`src/rtl/fp_pkg.sv`:
```
// Shared IEEE-754 descriptors for the FP datapath: format geometry, operand classes,
// exception flag layout and canonical special encodings.
package fp_pkg;

  typedef struct packed {
    int unsigned exp_w;
    int unsigned man_w;
    int unsigned bias;
  } fp_fmt_t;

  localparam fp_fmt_t FmtBinary32 = '{exp_w: 8, man_w: 23, bias: 127};
  localparam fp_fmt_t FmtBinary64 = '{exp_w: 11, man_w: 52, bias: 1023};

  function automatic fp_fmt_t fmt_of(int unsigned n);
    return (n == 64) ? FmtBinary64 : FmtBinary32;
  endfunction

  typedef enum logic [2:0] {
    ClsZero,
    ClsNorm,
    ClsInf,
    ClsQnan,
    ClsSnan
  } fp_class_e;

  typedef struct packed {
    logic invalid;
    logic overflow;
    logic underflow;
    logic inexact;
  } fp_flags_t;

  localparam logic [31:0] QNan32 = 32'h7FC0_0000;
  localparam logic [31:0] Inf32  = 32'h7F80_0000;
  localparam logic [63:0] QNan64 = 64'h7FF8_0000_0000_0000;
  localparam logic [63:0] Inf64  = 64'h7FF0_0000_0000_0000;

  function automatic logic [63:0] qnan_of(int unsigned n);
    return (n == 64) ? QNan64 : {32'h0, QNan32};
  endfunction

  function automatic logic [63:0] inf_of(int unsigned n);
    return (n == 64) ? Inf64 : {32'h0, Inf32};
  endfunction

endpackage

```
`src/rtl/fmul_pipe_if.sv`:
```
// Operand/result handshake bundle for fmul_pipe: request side (operands + tag) and
// response side (product + tag + flags), each with its own valid/ready pair.
interface fmul_pipe_if #(
  parameter int unsigned N     = 32,
  parameter int unsigned TAG_W = 4
);

  logic             in_valid;
  logic             in_ready;
  logic [N-1:0]     a;
  logic [N-1:0]     b;
  logic [TAG_W-1:0] in_tag;

  logic             out_valid;
  logic             out_ready;
  logic [N-1:0]     out;
  logic [TAG_W-1:0] out_tag;
  logic [3:0]       out_flags;

  modport master (
    output in_valid, a, b, in_tag, out_ready,
    input  in_ready, out_valid, out, out_tag, out_flags
  );

  modport slave (
    input  in_valid, a, b, in_tag, out_ready,
    output in_ready, out_valid, out, out_tag, out_flags
  );

endinterface

```
`src/rtl/fp_round.sv`:
```
// Normalise a [1,4) significand product, round to nearest-even, detect overflow/underflow
// and pack the IEEE result. Purely combinational.
module fp_round
  import fp_pkg::*;
#(
  parameter int unsigned N    = 32,
  parameter int unsigned ExpW = 8,
  parameter int unsigned ManW = 23
) (
  input  logic              sign_i,
  input  logic [ExpW+1:0]   exp_i,
  input  logic [2*ManW+1:0] prod_i,
  output logic [N-1:0]      res_o,
  output fp_flags_t         flags_o
);

  localparam logic [ExpW+1:0] ExpMax = {2'b00, {ExpW{1'b1}}};

  logic [2*ManW:0] norm;
  logic [ExpW+1:0] exp_n;
  logic [ExpW+1:0] exp_f;
  logic [ManW:0]   man_r;
  logic            g, r, s, up, ovf, unf;

  always_comb begin
    // Drop the leading one; norm holds fraction bits followed by guard/round/sticky.
    norm  = prod_i[2*ManW+1] ? prod_i[2*ManW:0] : {prod_i[2*ManW-1:0], 1'b0};
    exp_n = exp_i + {{(ExpW+1){1'b0}}, prod_i[2*ManW+1]};

    g  = norm[ManW];
    r  = norm[ManW-1];
    s  = |norm[ManW-2:0];
    up = g & (r | s | norm[ManW+1]);

    man_r = {1'b0, norm[2*ManW:ManW+1]} + {{ManW{1'b0}}, up};
    exp_f = exp_n + {{(ExpW+1){1'b0}}, man_r[ManW]};

    ovf = !exp_f[ExpW+1] && (exp_f >= ExpMax);
    unf = exp_f[ExpW+1] || (exp_f == '0);

    res_o   = '0;
    flags_o = '0;
    if (ovf) begin
      res_o             = {sign_i, ExpMax[ExpW-1:0], {ManW{1'b0}}};
      flags_o.overflow  = 1'b1;
      flags_o.inexact   = 1'b1;
    end else if (unf) begin
      res_o             = {sign_i, {(N-1){1'b0}}};
      flags_o.underflow = 1'b1;
      flags_o.inexact   = 1'b1;
    end else begin
      // On mantissa carry-out man_r[ManW-1:0] is already zero.
      res_o           = {sign_i, exp_f[ExpW-1:0], man_r[ManW-1:0]};
      flags_o.inexact = g | r | s;
    end
  end

endmodule

```
`src/rtl/nmul.sv`:
```
// Unsigned W x W significand multiplier producing the full 2W-bit product.
module nmul #(
  parameter int unsigned W = 24
) (
  input  logic [W-1:0]   a_i,
  input  logic [W-1:0]   b_i,
  output logic [2*W-1:0] p_o
);

  assign p_o = {{W{1'b0}}, a_i} * {{W{1'b0}}, b_i};

endmodule

```
`src/rtl/fmul_pipe.sv`:
```
// Three-stage IEEE-754 multiplier (classify/exponent, significand multiply, round/pack)
// with a single global advance so the whole pipe stalls together under backpressure.
module fmul_pipe
  import fp_pkg::*;
#(
  parameter int unsigned N     = 32,
  parameter int unsigned TAG_W = 4
) (
  input logic        clk,
  input logic        rst,
  fmul_pipe_if.slave bus
);

  localparam fp_fmt_t         Fmt   = fmt_of(N);
  localparam int unsigned     ExpW  = Fmt.exp_w;
  localparam int unsigned     ManW  = Fmt.man_w;
  localparam int unsigned     SigW  = ManW + 1;
  localparam int unsigned     ExpSW = ExpW + 2;
  localparam logic [ExpW+1:0] BiasE = ExpSW'(Fmt.bias);
  localparam logic [N-1:0]    QNan  = N'(qnan_of(N));
  localparam logic [N-1:0]    Inf   = N'(inf_of(N));

  if (!(N == 32 || N == 64)) begin : g_bad_width
    $error("fmul_pipe: N must be 32 or 64");
  end

  function automatic fp_class_e classify(logic [N-1:0] x);
    logic [ExpW-1:0] e;
    logic [ManW-1:0] m;
    e = x[N-2 -: ExpW];
    m = x[ManW-1:0];
    if (e == '0) return ClsZero;
    if (e != '1) return ClsNorm;
    if (m == '0) return ClsInf;
    return m[ManW-1] ? ClsQnan : ClsSnan;
  endfunction

  logic advance;

  // Stage 1 combinational: classification and exponent sum.
  fp_class_e       cls_a, cls_b;
  logic            sign_d, spec_d;
  logic [N-1:0]    sres_d;
  fp_flags_t       sflg_d;
  logic [ExpW+1:0] exp_d;

  always_comb begin
    cls_a  = classify(bus.a);
    cls_b  = classify(bus.b);
    sign_d = bus.a[N-1] ^ bus.b[N-1];
    exp_d  = {2'b00, bus.a[N-2 -: ExpW]} + {2'b00, bus.b[N-2 -: ExpW]} - BiasE;
    spec_d = 1'b1;
    sres_d = '0;
    sflg_d = '0;
    if (cls_a inside {ClsQnan, ClsSnan} || cls_b inside {ClsQnan, ClsSnan}) begin
      sres_d         = QNan;
      sflg_d.invalid = (cls_a == ClsSnan) || (cls_b == ClsSnan);
    end else if ((cls_a == ClsInf && cls_b == ClsZero) ||
                 (cls_a == ClsZero && cls_b == ClsInf)) begin
      sres_d         = QNan;
      sflg_d.invalid = 1'b1;
    end else if (cls_a == ClsInf || cls_b == ClsInf) begin
      sres_d = {sign_d, Inf[N-2:0]};
    end else if (cls_a == ClsZero || cls_b == ClsZero) begin
      sres_d = {sign_d, {(N-1){1'b0}}};
    end else begin
      spec_d = 1'b0;
    end
  end

  logic             v1_q, v2_q, v3_q;
  logic [TAG_W-1:0] tag1_q, tag2_q, tag3_q;
  logic             sign1_q, sign2_q;
  logic             spec1_q, spec2_q;
  logic [N-1:0]     sres1_q, sres2_q;
  fp_flags_t        sflg1_q, sflg2_q;
  logic [ExpW+1:0]  exp1_q, exp2_q;
  logic [SigW-1:0]  siga1_q, sigb1_q;
  logic [2*SigW-1:0] prod_d, prod2_q;
  logic [N-1:0]     out_q;
  fp_flags_t        flags3_q;

  nmul #(
    .W (SigW)
  ) u_nmul (
    .a_i (siga1_q),
    .b_i (sigb1_q),
    .p_o (prod_d)
  );

  logic [N-1:0] rnd_res;
  fp_flags_t    rnd_flg;
  logic [N-1:0] out_d;
  fp_flags_t    flags_d;

  fp_round #(
    .N    (N),
    .ExpW (ExpW),
    .ManW (ManW)
  ) u_round (
    .sign_i  (sign2_q),
    .exp_i   (exp2_q),
    .prod_i  (prod2_q),
    .res_o   (rnd_res),
    .flags_o (rnd_flg)
  );

  always_comb begin
    out_d   = spec2_q ? sres2_q : rnd_res;
    flags_d = spec2_q ? sflg2_q : rnd_flg;
  end

  assign advance = !v3_q || bus.out_ready;

  always_ff @(posedge clk) begin
    if (rst) begin
      v1_q     <= 1'b0;
      v2_q     <= 1'b0;
      v3_q     <= 1'b0;
      out_q    <= '0;
      tag3_q   <= '0;
      flags3_q <= '0;
    end else if (advance) begin
      v1_q     <= bus.in_valid;
      v2_q     <= v1_q;
      v3_q     <= v2_q;
      out_q    <= out_d;
      tag3_q   <= tag2_q;
      flags3_q <= flags_d;
    end
  end

  // Payload registers need no reset: they are only observed behind their valid bits.
  always_ff @(posedge clk) begin
    if (advance) begin
      tag1_q  <= bus.in_tag;
      sign1_q <= sign_d;
      spec1_q <= spec_d;
      sres1_q <= sres_d;
      sflg1_q <= sflg_d;
      exp1_q  <= exp_d;
      siga1_q <= {1'b1, bus.a[ManW-1:0]};
      sigb1_q <= {1'b1, bus.b[ManW-1:0]};

      tag2_q  <= tag1_q;
      sign2_q <= sign1_q;
      spec2_q <= spec1_q;
      sres2_q <= sres1_q;
      sflg2_q <= sflg1_q;
      exp2_q  <= exp1_q;
      prod2_q <= prod_d;
    end
  end

  assign bus.in_ready  = advance;
  assign bus.out_valid = v3_q;
  assign bus.out       = out_q;
  assign bus.out_tag   = tag3_q;
  assign bus.out_flags = flags3_q;

endmodule
```
`src/flat_wrapper.sv`:
```
// flat-port wrapper written by rule: the top's interface ports become plain ports
module fmul_pipe_flat import fp_pkg::*;
#(
  parameter int unsigned N     = 32,
  parameter int unsigned TAG_W = 4
)
  (clk, rst, bus_in_valid, bus_a, bus_b, bus_in_tag, bus_out_ready, bus_in_ready, bus_out_valid, bus_out, bus_out_tag, bus_out_flags);
  fmul_pipe_if #(.N(N), .TAG_W(TAG_W)) bus_i ();
  input logic clk;
  input logic rst;
  input wire logic [$bits(bus_i.in_valid)-1:0] bus_in_valid;
  input wire logic [$bits(bus_i.a)-1:0] bus_a;
  input wire logic [$bits(bus_i.b)-1:0] bus_b;
  input wire logic [$bits(bus_i.in_tag)-1:0] bus_in_tag;
  input wire logic [$bits(bus_i.out_ready)-1:0] bus_out_ready;
  output wire logic [$bits(bus_i.in_ready)-1:0] bus_in_ready;
  output wire logic [$bits(bus_i.out_valid)-1:0] bus_out_valid;
  output wire logic [$bits(bus_i.out)-1:0] bus_out;
  output wire logic [$bits(bus_i.out_tag)-1:0] bus_out_tag;
  output wire logic [$bits(bus_i.out_flags)-1:0] bus_out_flags;
  assign bus_i.in_valid = bus_in_valid;
  assign bus_i.a = bus_a;
  assign bus_i.b = bus_b;
  assign bus_i.in_tag = bus_in_tag;
  assign bus_i.out_ready = bus_out_ready;
  assign bus_in_ready = bus_i.in_ready;
  assign bus_out_valid = bus_i.out_valid;
  assign bus_out = bus_i.out;
  assign bus_out_tag = bus_i.out_tag;
  assign bus_out_flags = bus_i.out_flags;
  fmul_pipe #(.N(N), .TAG_W(TAG_W)) u_core (.clk(clk), .rst(rst), .bus(bus_i));
endmodule
```
`config.mk`:
```
export PLATFORM = sky130hd
export DESIGN_NAME = fmul_pipe_flat
export DESIGN_NICKNAME = d
export VERILOG_FILES = /design/src/rtl/fp_pkg.sv /design/src/rtl/fmul_pipe_if.sv /design/src/rtl/fp_round.sv /design/src/rtl/nmul.sv /design/src/rtl/fmul_pipe.sv /design/src/flat_wrapper.sv
export SDC_FILE = /design/constraint.sdc
export NUM_CORES = 2
export LEC_CHECK = 0
export ABC_AREA = 1
export ABC_CLOCK_PERIOD_IN_PS = 25400
export CAP_MARGIN = 10
export CORE_UTILIZATION = 25
export DETAILED_ROUTE_END_ITERATION = 6
export GPL_TIMING_DRIVEN = 0
export SYNTH_ARGS = -nofsm -noshare
export SYNTH_HDL_FRONTEND = slang
export SYNTH_HIERARCHICAL = 1
export SYNTH_SLANG_ARGS = --single-unit
```
`constraint.sdc`:
```
create_clock -name clk -period 25.4 [get_ports clk]
set_input_delay 6.35 -clock clk [delete_from_list [all_inputs] [get_ports clk]]
set_output_delay 6.35 -clock clk [all_outputs]
set_load 0.03 [all_outputs]
```
# ---- Word-level counts from Yosys, hierarchy flattened
# Cells that the tools add are included.
# Widths: inputs -> output; s select.
dict set report word_totals {
  input_bits 72
  elab_cells 111
  out_inout_bits 42
  regBits 235
}
dict set report op_classes {
  n_eq_ne 8
  n_reduce_logical 24
  n_mux 41
  n_bitwise 6
  n_lt_le_gt_ge 1
  add_sub_neg 5
  n_mul 1
}
# op n
set ops {}
lappend ops {{$mux 32} 3}
lappend ops {{$mux 31} 2}
lappend ops {{$mul 24x24->48} 1}
lappend ops {{$mux 47} 1}
lappend ops {{$logic_not 23->1} 2}
lappend ops {{$mux 3} 14}
lappend ops {{$add 23x1->24} 1}
lappend ops {{$reduce_or 22->1} 1}
lappend ops {{$add 10x1->10} 2}
lappend ops {{$mux 1} 20}
lappend ops {{$logic_not 8->1} 2}
lappend ops {{$ne 8x8->1 const B} 2}
lappend ops {{$eq 3x2->1 const B} 4}
lappend ops {{$ge 10x8->1 const B} 1}
lappend ops {{$logic_not 10->1} 1}
lappend ops {{$sub 10x7->10 const B} 1}
lappend ops {{$add 8x8->9} 1}
lappend ops {{$logic_or 1x1->1} 7}
lappend ops {{$eq 3x3->1 const B} 2}
lappend ops {{$logic_not 3->1} 2}
lappend ops {{$mux 4} 1}
lappend ops {{$or 1x1->1} 4}
lappend ops {{$reduce_bool 2->1} 2}
lappend ops {{$logic_and 1x1->1} 3}
lappend ops {{other kinds (5)} 6}

# ---- Longest topological paths before layout
dict set report depth {
  depth_word 13
  ltp_mapped 29
  mapped_depth_nobuf 28
}

# ---- Hierarchy
# Netlist, hierarchy kept.
# module seq_area_each_um2 cells_per_inst n_inst area_per_inst_um2
set by_module_without_submodules {}
lappend by_module_without_submodules {nmul 0.0 2872 1 20613.5}
lappend by_module_without_submodules {fmul_pipe 4884.7 477 1 6388.6}
lappend by_module_without_submodules {fp_round 0.0 396 1 1828.0}

# ---- Least setup slack after synthesis
# Ideal clock, no wire load.
dict set report synth_timing {
  kind {input-to-output}
  startpoint {input bus_out_ready}
  endpoint {output bus_in_ready}
  arrival_time_ps 10569
  slack_ps 8481
  n_path_buf 1
  t_required_ps 19050
  path_stages 3
  cell_sequence {nor2_2 inv_2 clkbuf_1}
}
dict set report synth_via {
  elab_chain_cells 1
}
# item line
set synth_rtl {}
lappend synth_rtl {{start: declaration} flat_wrapper.sv:15} ;# input wire logic [$bits(bus_i.out_ready)-1:0] bus_out_ready;
lappend synth_rtl {{$logic_or 1x1->1} fmul_pipe.sv:113} ;# assign advance = !v3_q || bus.out_ready;
lappend synth_rtl {{end: declaration} flat_wrapper.sv:16} ;# output wire logic [$bits(bus_i.in_ready)-1:0] bus_in_ready;
# Every way passes these cells.

# ---- Worst setup path in the final report
# Ends and elaborated chain as after synthesis.

==> impl_metrics.py <==
metrics = {
    "global_routing": {
        "grt_pass1_wl_um": 141900,
        "grt_pass1_vias": 24289,
        "grt_overflow": 0,
        "grt_max_degree": 53,
        "grt_usage_pct": 16.21,
        "antenna_found_initial": 2,
    },
    "sta": {
        "finalMaxSlewViolations": 0,
        "setup_viol": 0,
        "rsz0062_at_grt": "false",
        "finalSetupTns_ns": 0,
        "layout_worst_path_cycle_share_pct": 59.36,
        "worst_pin_slew_ns": 1.087,
        "period_needed_ns": 15.08,
        "fmax_mhz": 66.33,
        "fin_skew_ns": 0.02357,
        "relSlewSlack_pct": 27.54,
        "hold_violations": 0,
    },
    "synthesis": {
        "synth_top_family_by_area": "adder cells",
        "synth_mux_area_share_pct": 0,
        "syn_area_um2": 28830,
        "synth-seq-cells": 177,
        "synth_cell_types": 39,
        "synth_adder_area_share_pct": 41.90,
        "synth_top_cell_area_share_pct": 33.61,
        "synth_xor_area_share_pct": 1.363,
        "synth_area_leaders": "fa_1 34%, nand2_1 15%, inv_1 14%, edfxtp_1 14%, ha_1 8.3%",
        "ys_seq_area_share_pct": 16.94,
        "synth_compound_area_share_pct": 2.500,
        "synth-simple-area-share_pct": 21.31,
        "yosysWarningCount": 6,
        "synth_top_area_cell": "fa_1",
        "synthCells": 3745,
        "syn_area_per_cell_um2": 7.698,
    },
    "floorplan": {
        "core_area_um2": 114300,
        "num_io_pins": 114,
        "die_w_um": 341.6,
        "initial_utilization_pct": 25.21,
        "die_h_um": 341.6,
        "rows": 124,
        "die_area_um2": 116700,
    },
    "worst_setup_path": {
        "crit_chain": "clkdlybuf4s50_1 -> nor2_2 -> inv_2 -> clkbuf_4 -> buf_16 -> clkdlybuf4s50_1",
        "required_ns": 19.05,
        "worstSetupEndpointType": "output port",
        "cpLargestDelayFamily": "buffers and inverters",
        "critPathArrivalTime_ns": 8.73,
        "slowest_delay_ns": 0.72,
        "cpMostUsedCell": "clkdlybuf4s50_1",
        "critPathKind": "in -> out",
        "slowest_stage": "clkdlybuf4s50_1",
        "path_buf_inv": 5,
        "cp-start-kind": "primary input",
        "crit_fanout": 52,
    },
    "cts": {
        "cts-htree-levels": 4,
        "cts_made_buffers": 17,
        "cts_resized": 0,
        "cts-root-buf": "clkbuf_16",
        "insertion_delay_ns": 0.52,
        "postCtsSetupBuffers": 0,
        "cts.path.max_buffers": 2,
        "cts_sinks": 177,
        "clk_pin_slew_ns": 0.08,
        "tritoncts": "done",
        "cts-hold-fix-buffers": 0,
    },
    "placed_design": {
        "gp_congestion": 0.9542,
        "hpwlAfterDp_um": 75730,
        "io_buffers": 112,
    },
    "drt": {
        "drcViolationCount": 0,
        "wl_per_cell_um": 17.00,
        "drt-total-wl_um": 92060,
        "ant_nets": 0,
        "dr.first_iter.drc_count": 1653,
        "drt-vias-per-instance": 4.343,
        "vias": 23514,
        "dr.pass1.iters": 5,
    },
    "flow_run": {
        "maxCapViolations": 0,
    },
    "layout": {
        "multi_input_area_um2": 19390,
        "antenna_cells": 0,
        "regArea_um2": 4885,
        "drive_above_1_share_pct": 3.844,
        "syn2layout_area_growth_pct": 12.97,
        "fin_nets": 4636,
        "fillers": 12283,
    },
    "hold_path": {
        "min_path_type": "reg -> reg",
    },
    "outcome": {
        "outcome": "finished clean",
    },
}
## Yosys cell counts
| master | count |
|---|---|
| or2_1 | 1 |
| ha_1 | 191 |
| a221oi_1 | 1 |
| nand2b_1 | 1 |
| inv_1 | 1080 |
| a21oi_1 | 72 |
| nor3_2 | 1 |
| buf_4 | 5 |
| xor2_1 | 34 |
| nor2_4 | 8 |
| buf_2 | 5 |
| xnor2_1 | 9 |
| clkbuf_1 | 109 |
| clkinv_1 | 1 |
| o21ai_0 | 37 |
| a31oi_1 | 7 |
| xnor2_2 | 1 |
| dfxtp_1 | 43 |
| conb_1 | 2 |
| a211oi_1 | 1 |
| nor2_1 | 156 |
| nand4_1 | 18 |
| o21bai_1 | 8 |
| edfxtp_1 | 134 |
| fa_1 | 484 |
| nor3_1 | 6 |
| nand3_1 | 90 |
| nand3b_1 | 4 |
| or2_0 | 2 |
| nor2_2 | 43 |
| and2_1 | 1 |
| buf_6 | 4 |
| nand2_4 | 1 |
| nand2_1 | 1126 |
| o21ai_1 | 11 |
| or2_2 | 3 |
| nand2_2 | 27 |
| nand3_2 | 11 |
| inv_2 | 7 |
## state kept, by name, indices dropped and copies added, names as in the netlist, 3 cells and up
register              count
u_core/bus.out           32
u_core/exp1_q            10
u_core/bus.out_tag        4
u_core/sres1_q            3
u_core/prod2_q           48
u_core/tag2_q             4
u_core/sres2_q            3
u_core/siga1_q           23
u_core/tag1_q             4
u_core/exp2_q            10
u_core/bus.out_flags      4
u_core/sigb1_q           23
## metrics by stage
step                hold WS, ns  instances  setup WS [ns]  utilization [%]  instance area (um2)
floorplan                0.4003       3756          8.481                -                28870
global placement         0.4023       5380          4.493            27.88                31880
detailed placement       0.4045       5382          10.26            27.94                31940
CTS                      0.4208       5414          10.26            28.48                32570
global route             0.4253       5414          10.14            28.48                32570
finish                   0.4174       5414          10.32            28.48                32570
## area by class of cell
type                            count  share of cell area, %
Multi-Input combinational cell   2368                  59.52
Sequential cell                   177                  15.00
Inverter                         1088                  12.54
Tap cell                         1512                  5.808
Timing Repair Buffer              114                  3.611
Buffer                            123                  1.598
Clock buffer                       20                  1.471
Clock inverter                     12                 0.4533
## per-layer routing
metal  wire (um)  up-vias  track usage [%]
li1            -    10991                -
met1       37300    11431            20.08
met2       42360      872            26.62
met3        7072      218            2.994
met4        5315        2            8.828
met5          10        -                0
## final timing paths
| path | startpoint | end | slack, ns | cells past startpoint |
|---|---|---|---|---|
| min | u_core/exp1_q[5] | u_core/exp2_q[5] | 0.42 | 0 |
| max reg2reg | u_core/siga1_q[13] | u_core/prod2_q[30] | 17.94 | 24 |
| max | bus_out_ready | bus_in_ready | 10.32 | 6 |
| min reg2reg | u_core/exp1_q[5] | u_core/exp2_q[5] | 0.42 | 0 |
## placed cells by master (no fill, tap or decap), types with 34 or more instances in the layout
master,count
clkbuf_1,109
ha_1,191
dfxtp_1,43
nand3_1,90
edfxtp_1,134
xor2_1,34
nor2_1,156
o21ai_0,37
fa_1,484
nor2_2,43
inv_1,1080
clkdlybuf4s50_1,112
a21oi_1,72
nand2_1,1126
## cell families after synthesis
kind of cell / Yosys count
compound gates: 137
other cells: 2
simple gates: 1499
buf+inv: 1211
flops: 177
xor+xnor: 44
fa+ha+maj: 675
Power is not shown: default switching activity piles up to over one toggle a cycle in this logic, so the estimate is an artifact.
